## src/rtl/hazard_controller_if.sv

```systemverilog
// hazard_controller_if: decode-side hazard signals with decode (master) and controller (slave) views
interface hazard_controller_if #(
  parameter int CNT_W = 16
);
  logic [4:0]       a0;
  logic [4:0]       a1;
  logic             use_rs1;
  logic             use_rs2;
  logic [4:0]       a2_hazard;
  logic             dec_reg_wr;
  logic             dec_is_load;
  logic             jmp_taken;
  logic             stall;
  logic             squash;
  logic [CNT_W-1:0] stall_count;
  modport master (
    output a0, a1, use_rs1, use_rs2, a2_hazard, dec_reg_wr, dec_is_load, jmp_taken,
    input  stall, squash, stall_count
  );
  modport slave (
    input  a0, a1, use_rs1, use_rs2, a2_hazard, dec_reg_wr, dec_is_load, jmp_taken,
    output stall, squash, stall_count
  );
endinterface

```

## src/rtl/hazard_controller.sv

```systemverilog
// hazard_controller: RAW scoreboard stall/squash and jump flush for decode; HAZARD_FWD_EN limits hazards to load-use
module hazard_controller #(
  parameter int DEPTH        = 3,
  parameter int FLUSH_CYCLES = 2,
  parameter int CNT_W        = 16
) (
  input logic          clk,
  input logic          rst,
  hazard_controller_if.slave hz
);
  localparam int FW = FLUSH_CYCLES > 1 ? $clog2(FLUSH_CYCLES) : 1;
  typedef enum logic {RUN, FLUSH} state_t;
  state_t           state;
  logic [FW-1:0]    fcnt;
  logic [DEPTH-1:0] vld;
  logic [DEPTH-1:0] ld;
  logic [4:0]       rd [DEPTH];
  logic [DEPTH-1:0] elig;
  logic             m0, m1, hazard, flush, stall, squash;
  logic [CNT_W-1:0] cnt;
  always_comb begin
    elig = vld;
`ifdef HAZARD_FWD_EN
    elig    = '0;
    elig[0] = vld[0] & ld[0];
`endif
    m0 = 1'b0;
    m1 = 1'b0;
    for (int i = 0; i < DEPTH; i++) begin
      m0 = m0 | (elig[i] & (rd[i] == hz.a0));
      m1 = m1 | (elig[i] & (rd[i] == hz.a1));
    end
    hazard = (hz.use_rs1 & (hz.a0 != 5'd0) & m0) | (hz.use_rs2 & (hz.a1 != 5'd0) & m1);
    flush  = (state == FLUSH) | hz.jmp_taken;
    stall  = ~flush & hazard;
    squash = flush | hazard;
  end
  always_ff @(posedge clk) begin
    if (rst) begin
      vld <= '0;
    end else begin
      for (int i = DEPTH - 1; i > 0; i--) begin
        vld[i] <= vld[i-1];
        ld[i]  <= ld[i-1];
        rd[i]  <= rd[i-1];
      end
      vld[0] <= hz.dec_reg_wr & (hz.a2_hazard != 5'd0) & ~squash;
      ld[0]  <= hz.dec_is_load;
      rd[0]  <= hz.a2_hazard;
    end
  end
  always_ff @(posedge clk) begin
    if (rst) begin
      state <= RUN;
      fcnt  <= '0;
    end else if (hz.jmp_taken) begin
      state <= FLUSH_CYCLES > 1 ? FLUSH : RUN;
      fcnt  <= FW'(FLUSH_CYCLES - 1);
    end else if (state == FLUSH) begin
      state <= fcnt <= FW'(1) ? RUN : FLUSH;
      fcnt  <= fcnt - FW'(1);
    end
  end
  always_ff @(posedge clk) begin
    if (rst) cnt <= '0;
    else if (stall && !(&cnt)) cnt <= cnt + CNT_W'(1);
  end
  assign hz.stall       = stall;
  assign hz.squash      = squash;
  assign hz.stall_count = cnt;
endmodule

```

## src/flat_wrapper.sv

```systemverilog
// flat-port wrapper written by rule: the top's interface ports become plain ports
module hazard_controller_flat 
#(
  parameter int DEPTH        = 3,
  parameter int FLUSH_CYCLES = 2,
  parameter int CNT_W        = 16
)
  (clk, rst, hz_a0, hz_a1, hz_use_rs1, hz_use_rs2, hz_a2_hazard, hz_dec_reg_wr, hz_dec_is_load, hz_jmp_taken, hz_stall, hz_squash, hz_stall_count);
  hazard_controller_if #(.CNT_W(CNT_W)) hz_i ();
  input logic clk;
  input logic rst;
  input wire logic [$bits(hz_i.a0)-1:0] hz_a0;
  input wire logic [$bits(hz_i.a1)-1:0] hz_a1;
  input wire logic [$bits(hz_i.use_rs1)-1:0] hz_use_rs1;
  input wire logic [$bits(hz_i.use_rs2)-1:0] hz_use_rs2;
  input wire logic [$bits(hz_i.a2_hazard)-1:0] hz_a2_hazard;
  input wire logic [$bits(hz_i.dec_reg_wr)-1:0] hz_dec_reg_wr;
  input wire logic [$bits(hz_i.dec_is_load)-1:0] hz_dec_is_load;
  input wire logic [$bits(hz_i.jmp_taken)-1:0] hz_jmp_taken;
  output wire logic [$bits(hz_i.stall)-1:0] hz_stall;
  output wire logic [$bits(hz_i.squash)-1:0] hz_squash;
  output wire logic [$bits(hz_i.stall_count)-1:0] hz_stall_count;
  assign hz_i.a0 = hz_a0;
  assign hz_i.a1 = hz_a1;
  assign hz_i.use_rs1 = hz_use_rs1;
  assign hz_i.use_rs2 = hz_use_rs2;
  assign hz_i.a2_hazard = hz_a2_hazard;
  assign hz_i.dec_reg_wr = hz_dec_reg_wr;
  assign hz_i.dec_is_load = hz_dec_is_load;
  assign hz_i.jmp_taken = hz_jmp_taken;
  assign hz_stall = hz_i.stall;
  assign hz_squash = hz_i.squash;
  assign hz_stall_count = hz_i.stall_count;
  hazard_controller #(.DEPTH(DEPTH), .FLUSH_CYCLES(FLUSH_CYCLES), .CNT_W(CNT_W)) u_core (.clk(clk), .rst(rst), .hz(hz_i));
endmodule
```

## config.mk

```make
export PLATFORM = sky130hd
export DESIGN_NAME = hazard_controller_flat
export DESIGN_NICKNAME = d
export VERILOG_FILES = /design/src/rtl/hazard_controller_if.sv /design/src/rtl/hazard_controller.sv /design/src/flat_wrapper.sv
export SDC_FILE = /design/constraint.sdc
export NUM_CORES = 1
export LEC_CHECK = 0
export BUFFER_PORTS_ARGS = -buffer_cell sky130_fd_sc_hd__buf_2
export CAP_MARGIN = 20
export CORE_MARGIN = 2
export CORE_UTILIZATION = 45
export CTS_CLUSTER_DIAMETER = 120
export DETAILED_ROUTE_END_ITERATION = 12
export HOLD_SLACK_MARGIN = 0.12
export PLACE_DENSITY_LB_ADDON = 0.1
export SETUP_SLACK_MARGIN = 0.02
export SYNTH_ARGS = -nofsm -noshare
export SYNTH_HDL_FRONTEND = slang
export SYNTH_SLANG_ARGS = --single-unit
```

## constraint.sdc

```tcl
create_clock -name clk -period 3 [get_ports clk]
set_clock_uncertainty 0.05 [all_clocks]
set_input_delay 0.6 -clock clk [delete_from_list [all_inputs] [get_ports clk]]
set_output_delay 0.6 -clock clk [all_outputs]
set_load 0.1 [all_outputs]
```

==> results of run 1 <==
cells in the mapped netlist, types with 6 or more instances:
master,instances
xor2_1,25
dfxtp_1,20
edfxtp_1,15
nand3_1,14
a21oi_1,9
nor2_1,9
or4_1,9
nor2b_1,8
and3_1,6
clkbuf_1,6
o31ai_1,6
xnor2_1,6
cell usage in the layout (no fill, tap or decap), drive strengths merged, types with 2 or more instances in the layout:
cell type,netlist,final
buf,2,41
xor2,25,25
dfxtp,20,20
edfxtp,15,15
nand3,14,14
or4,9,9
nor2,9,9
a21oi,9,9
nor2b,8,8
xnor2,6,6
and3,6,6
o31ai,6,6
o21ai,6,6
nor4,6,6
mux2,5,5
clkbuf,6,5
nand2,4,4
nand4,4,4
inv,3,3
a31oi,2,2
nor4b,2,2
nor3,2,2
or3,2,2
clkinv,0,2
area by class of cell:
class,instances,area (um^2)
fill,369,1740
multi-input combinational,132,926
sequential,35,851
timing repair buffer,41,243
clock buffer,5,68.8
tap,50,62.6
clock inverter,3,38.8
inverter,3,11.3
sequential cells by signal, summed over array words and instances (netlist names):
signal,cells
u_core.state,1
u_core.elig,3
u_core.rd,15
u_core.hz.stall_count,16
kinds of logic after synthesis:
family	count (synthesis)	share of synthesized area (%)
AO/OA/AOI/OAI	26	9.62
XOR/XNOR	31	14.9
AND/OR/NAND/NOR	69	22.2
flip-flops	35	46.7
adder cells (fa/ha/maj)	1	0.687
buffers and inverters	11	2.75
multiplexers	5	3.09
routing by layer:
metal  share of wire [%]  wire, um
met1                  48      1890
met4                 1.4        55
met2                  46      1800
met3                 4.4       174
met5                   0         0
power groups by stage:
stage	combinational (mW)	clock, mW	sequential [mW]
6_report	0.0930	0.413	0.532
5_1_grt	0.102	0.445	0.534
4_1_cts	0.0919	0.424	0.532
3_5_place_dp	0.0914	0	0.543
3_3_place_gp	0.0901	0	0.542
2_1_floorplan	0.0551	0	0.538
how the worst max path moves through the flow:
| stage | startpoint | to | slack, ps | depth (start not counted) |
|---|---|---|---|---|
| 2_1_floorplan | hz_a0[0] | hz_stall | 140 | 7 |
| 3_3_place_gp | hz_a0[2] | u_core.hz.stall_count[9]$_SDFFE_PP0P_ | 170 | 9 |
| 3_5_place_dp | hz_a0[2] | u_core.hz.stall_count[9]$_SDFFE_PP0P_ | 120 | 9 |
| 4_1_cts | u_core.rd[0][7]$_DFFE_PN_ | hz_stall | 160 | 7 |
| 5_1_grt | u_core.rd[0][7]$_DFFE_PN_ | hz_stall | 40 | 7 |
| 6_report | u_core.rd[0][7]$_DFFE_PN_ | hz_stall | 200 | 7 |
worst reg2reg max path, cell delays in order (launching register included):
cell      delay, ps
edfxtp_1        450
xor2_1          190
nor4_1          330
nand3_1         140
a31oi_2         260
o21ai_2         110
buf_4           190
nor4b_1         350
mux2_2          370
what timing repair did:
item                       4_1_cts  5_1_grt
setup endpoints to repair        0        1
resized for setup                0        1
setup buffers                    0        0
stage by stage:
step                      setup WS [ps]  std cells  power, mW  hold slack, ps
after global routing               35.2        269       1.08             439
after floorplan                     136        178      0.594             409
after CTS                           163        269       1.05             438
after detailed placement            118        261      0.634             433
final                               204        269       1.04             430
after global placement              170        261      0.632             422
==> impl_metrics.csv, run 1 <==
group,metric,value,unit
power_and_ir_drop,switchingPower,0.239,mW
sta,worstMarginPinSlew,640,ps
clock_network,clk_path_buf_depth,2,
synthesis,async_flop_share,0,%
clock_network,clkSlewWorstSetupHoldPaths,70,ps
worst_setup_path,critPathLaunchType,"flop",
placement,gp_congestion,0.799,
worst_setup_path,r2r_start,"u_core.rd[0][7]$_DFFE_PN_",
grt,grt_max_degree,27,
clock_network,clk_latency,290,ps
synthesis,netlist.area_leader.share,24.7,%
synthesis,synth.yosys.seq_area_share,46.7,%
worst_setup_path,crit_required,2350,ps
worst_setup_path,cpLargestDelayFamily,"simple AND/OR/NAND/NOR gates",
grt,grt_pass1_vias,1391,
clock_network,clock_sinks,35,
power_and_ir_drop,ir_worst_vdd,0.329,mV
synthesis,ys_seq_elements,35,
worst_setup_path,path_cells,"xor2_1, nor4_1, nand3_1, a31oi_2, o21ai_2, inv_1, buf_12",
power_and_ir_drop,p_int,0.799,mW
routing,vias_per_cell,5.48,
grt,antenna_found_initial,0,
grt,use_met3,4.83,%
power_and_ir_drop,seq_power_share,51.3,%
placement,dp_hpwl,2910,um
grt,grt-busiest-layer,"met2",
sta,drv_slew,0,
finish,drive_gt1_share,26.9,%
finish,final_nets,241,
routing,num_vias,1475,
sta,rsz0062_at_grt,"no",
sta,fin_crit,2800,ps
finish,syn_to_final_growth,20.9,%
run,drv_cap,0,
worst_setup_path,worstPathArrival,2150,ps
sta,setup_viol,0,
clock_network,h-tree-depth,2,
clock_network,cts_tree,"yes",
synthesis,postSynthCellCount,178,
routing,wl,3920,um
hold_path,hold_class,"reg -> reg",
synthesis,synth_ff_type,"dfxtp_1",
power_and_ir_drop,power_leakage,0.862,nW
placement,io_buffers,38,
sta,fmax,358,MHz
grt,grt_usage,19.2,%
grt,grtUsageMet1,25.6,%
clock_network,ctsHoldBuffers,0,
placement,place_area,2090,um^2
routing,drt_iter0_drc,63,
sta,max_slew_margin,57.3,%
grt,met2_usage,29.3,%
synthesis,ys_types,33,
die,die_h,67.6,um
finish,final_area,2200,um^2
worst_setup_path,r2r-end,"u_core.hz.stall_count[9]$_SDFFE_PP0P_",
worst_setup_path,cp_slowest_cell,"edfxtp_1",
power_and_ir_drop,sw_frac_of_total,23.0,%
sta,tns,0,ps
synthesis,synth_nets,201,
synthesis,synth-edff-count,15,
hold_path,holdPathEnd,"u_core.elig[2]$_SDFF_PP0_",
synthesis,syn_area,1820,um^2
die,dieArea,4570,um^2
finish,insertedDiodeCount,0,
routing,first_pass_iters,4,
finish,final_util,55.8,%
clock_network,numCtsBuffers,5,
routing,routedWlPerCell,14.6,um
outcome,outcome,"finished clean",
worst_setup_path,cp_num_buf_inv,2,
sta,fin_crit_sh,93.2,%
worst_setup_path,cp_max_fo,4,
worst_setup_path,reg2reg_depth,8,
routing,ant_nets,0,
die,start_util,46.2,%
power_and_ir_drop,clockPowerShare,39.8,%
worst_setup_path,cp-end-kind,"output pin",
power_and_ir_drop,combPwrFrac,9.0,%
synthesis,syn_area_per_cell,10.2,um^2
worst_setup_path,r2r_slack,470,ps
worst_setup_path,crit_type,"reg -> out",
grt,grt_pass1_wl,6470,um
synthesis,ys_warn_count,0,
routing,drc_errors,0,
synthesis,synth.area.top_cells,"edfxtp_1, dfxtp_1, xor2_1",
die,dieWidth,67.6,um
die,coreArea,3940,um^2
sta,final-hold-violation-count,0,
worst_setup_path,max_stage_delay,450,ps
die,num_rows,23,
power_and_ir_drop,power_density,472,nW/um^2
die,ios,40,
grt,globalRouteOverflowTotal,0,
clock_network,cts_root_buf,"clkbuf_8",
hold_path,worstHoldStart,"u_core.elig[1]$_SDFF_PP0_",
synthesis,synth_top_cell_by_area,"edfxtp_1",
hold_path,hold_path_depth,1,
(Power assumes the default switching activity.)
==> run 2, diff against run 1 <==
- PLACE_DENSITY: default -> 0.77
- PLACE_DENSITY_LB_ADDON: 0.1 -> default
==> impl_metrics.csv, run 2 (same netlist as run 1, synthesis figures left out) <==
group,metric,value,unit
routing,routedWlPerCell,13.7,um
power_and_ir_drop,switchingPower,0.229,mW
sta,max_slew_margin,58.8,%
worst_setup_path,r2r_slack,530,ps
placement,io_buffers,38,
power_and_ir_drop,p_int,0.739,mW
clock_network,post_cts_buffers,0,
sta,fin_crit_sh,94.8,%
clock_network,clkSlewWorstSetupHoldPaths,70,ps
power_and_ir_drop,power_leakage,0.851,nW
worst_setup_path,critPathLaunchType,"input pin",
die,coreArea,3940,um^2
power_and_ir_drop,seq_power_share,54.8,%
finish,syn_to_final_growth,19.6,%
finish,drive_gt1_share,26.0,%
finish,insertedDiodeCount,0,
clock_network,cts_tree,"yes",
clock_network,clock_sinks,35,
run,drv_cap,0,
finish,final_common_cell,"buf_2",
finish,instances_no_fill,269,
grt,globalRouteOverflowTotal,0,
worst_setup_path,cp_slowest_cell,"or4_1",
clock_network,cts_resized,0,
finish,final_area,2180,um^2
die,dieArea,4570,um^2
worst_setup_path,crit_type,"in -> out",
die,start_util,46.2,%
placement,dp_cells,261,
grt,grt_max_degree,27,
worst_setup_path,cp.depth,7,
grt,antenna_found_initial,0,
sta,fin_crit,2840,ps
clock_network,h-tree-depth,2,
power_and_ir_drop,ir_worst_vdd,0.332,mV
placement,dp_hpwl,2700,um
sta,setup_viol,0,
clock_network,clk_latency,290,ps
placement,place_area,2090,um^2
placement,gp_congestion,0.843,
die,dieWidth,67.6,um
worst_setup_path,crit_required,2350,ps
routing,drc_errors,0,
grt,grt_pass1_wl,5930,um
sta,tns,0,ps
finish,final_nets,241,
hold_path,hold_path_depth,1,
power_and_ir_drop,combPwrFrac,9.5,%
routing,wl,3690,um
grt,grt_usage,17.5,%
sta,final-hold-violation-count,0,
routing,drt_iter0_drc,72,
worst_setup_path,path_cells,"buf_2, or4_1, o21ai_0, a31oi_2, o21ai_2, inv_1, buf_12",
worst_setup_path,worstPathArrival,2190,ps
worst_setup_path,max_stage_delay,510,ps
routing,vias_per_cell,5.38,
die,num_rows,23,
clock_network,cts_root_buf,"clkbuf_8",
routing,ant_nets,0,
clock_network,numCtsBuffers,5,
worst_setup_path,cp_max_fo,4,
outcome,outcome,"finished clean",
worst_setup_path,cpLargestDelayFamily,"compound AO/OA/AOI/OAI gates",
sta,fmax,352,MHz
clock_network,ctsHoldBuffers,0,
finish,final_cell_mix,"buf_2, xor2_1, dfxtp_1",
routing,first_pass_iters,4,
worst_setup_path,cp-end-kind,"output pin",
worst_setup_path,cp_num_buf_inv,3,
finish,largest_reg_flops,16,
hold_path,hold_class,"reg -> reg",
die,ios,40,
power_and_ir_drop,sw_frac_of_total,23.6,%
worst_setup_path,reg2reg_depth,8,
die,die_h,67.6,um
sta,drv_slew,0,
routing,num_vias,1448,
sta,worstMarginPinSlew,618,ps
clock_network,clk_path_buf_depth,2,
power_and_ir_drop,clockPowerShare,35.7,%
power_and_ir_drop,power_density,445,nW/um^2
grt,grt_pass1_vias,1308,
sta,rsz0062_at_grt,"no",
-- run 2: worst reg2reg max path, cell delays in order, from the launching register on --
cell,delay (ps)
edfxtp_1,450
xor2_1,190
nor4_1,320
nand3_1,130
a31oi_2,240
o21ai_2,120
buf_4,180
nor4b_1,320
mux2_2,370
-- run 2: power by group through the flow --
stage / combinational, mW / clock (mW) / sequential (mW)
after global routing: 0.100 / 0.371 / 0.533
after floorplan: 0.0551 / 0 / 0.538
after CTS: 0.0928 / 0.352 / 0.531
final: 0.0919 / 0.346 / 0.530
after global placement: 0.0904 / 0 / 0.540
after detailed placement: 0.0923 / 0 / 0.541
-- run 2: path summary, 6_finish.rpt --
kind                                           endpoint                      start
hold reg to reg               u_core.elig[1]$_SDFF_PP0_  u_core.elig[0]$_SDFF_PP0_
setup / recovery                               hz_stall                   hz_a1[1]
hold / removal                u_core.elig[1]$_SDFF_PP0_  u_core.elig[0]$_SDFF_PP0_
setup reg to reg  u_core.hz.stall_count[9]$_SDFFE_PP0P_  u_core.rd[0][7]$_DFFE_PN_
-- run 2: metal layers --
| metal | track usage (%) | vias up | part of all wire, % |
|---|---|---|---|
| met5 | 0 | - | 0 |
| met4 | 6.12 | 0 | 1.2 |
| met3 | 4.83 | 5 | 4.3 |
| met2 | 26.2 | 31 | 47 |
| met1 | 24.0 | 676 | 47 |
| li1 | - | 736 | - |
-- run 2: final cells by class --
type                            instances  area [um^2]
Inverter                                3         11.3
Sequential cell                        35          851
Clock inverter                          1         3.75
Fill cell                             339         1770
Tap cell                               50         62.6
Timing Repair Buffer                   41          243
Clock buffer                            7         86.3
Multi-Input combinational cell        132          920
-- run 2: per-stage QoR --
step                      total power [mW]  hold slack (ps)  worst slack (ps)  utilization [%]
final                                0.968              444               156             55.2
after global routing                  1.00              443              54.3             55.2
after CTS                            0.976              445               145             55.2
after detailed placement             0.634              426               163             52.9
after global placement               0.631              430               170             52.9
after floorplan                      0.594              409               136                -
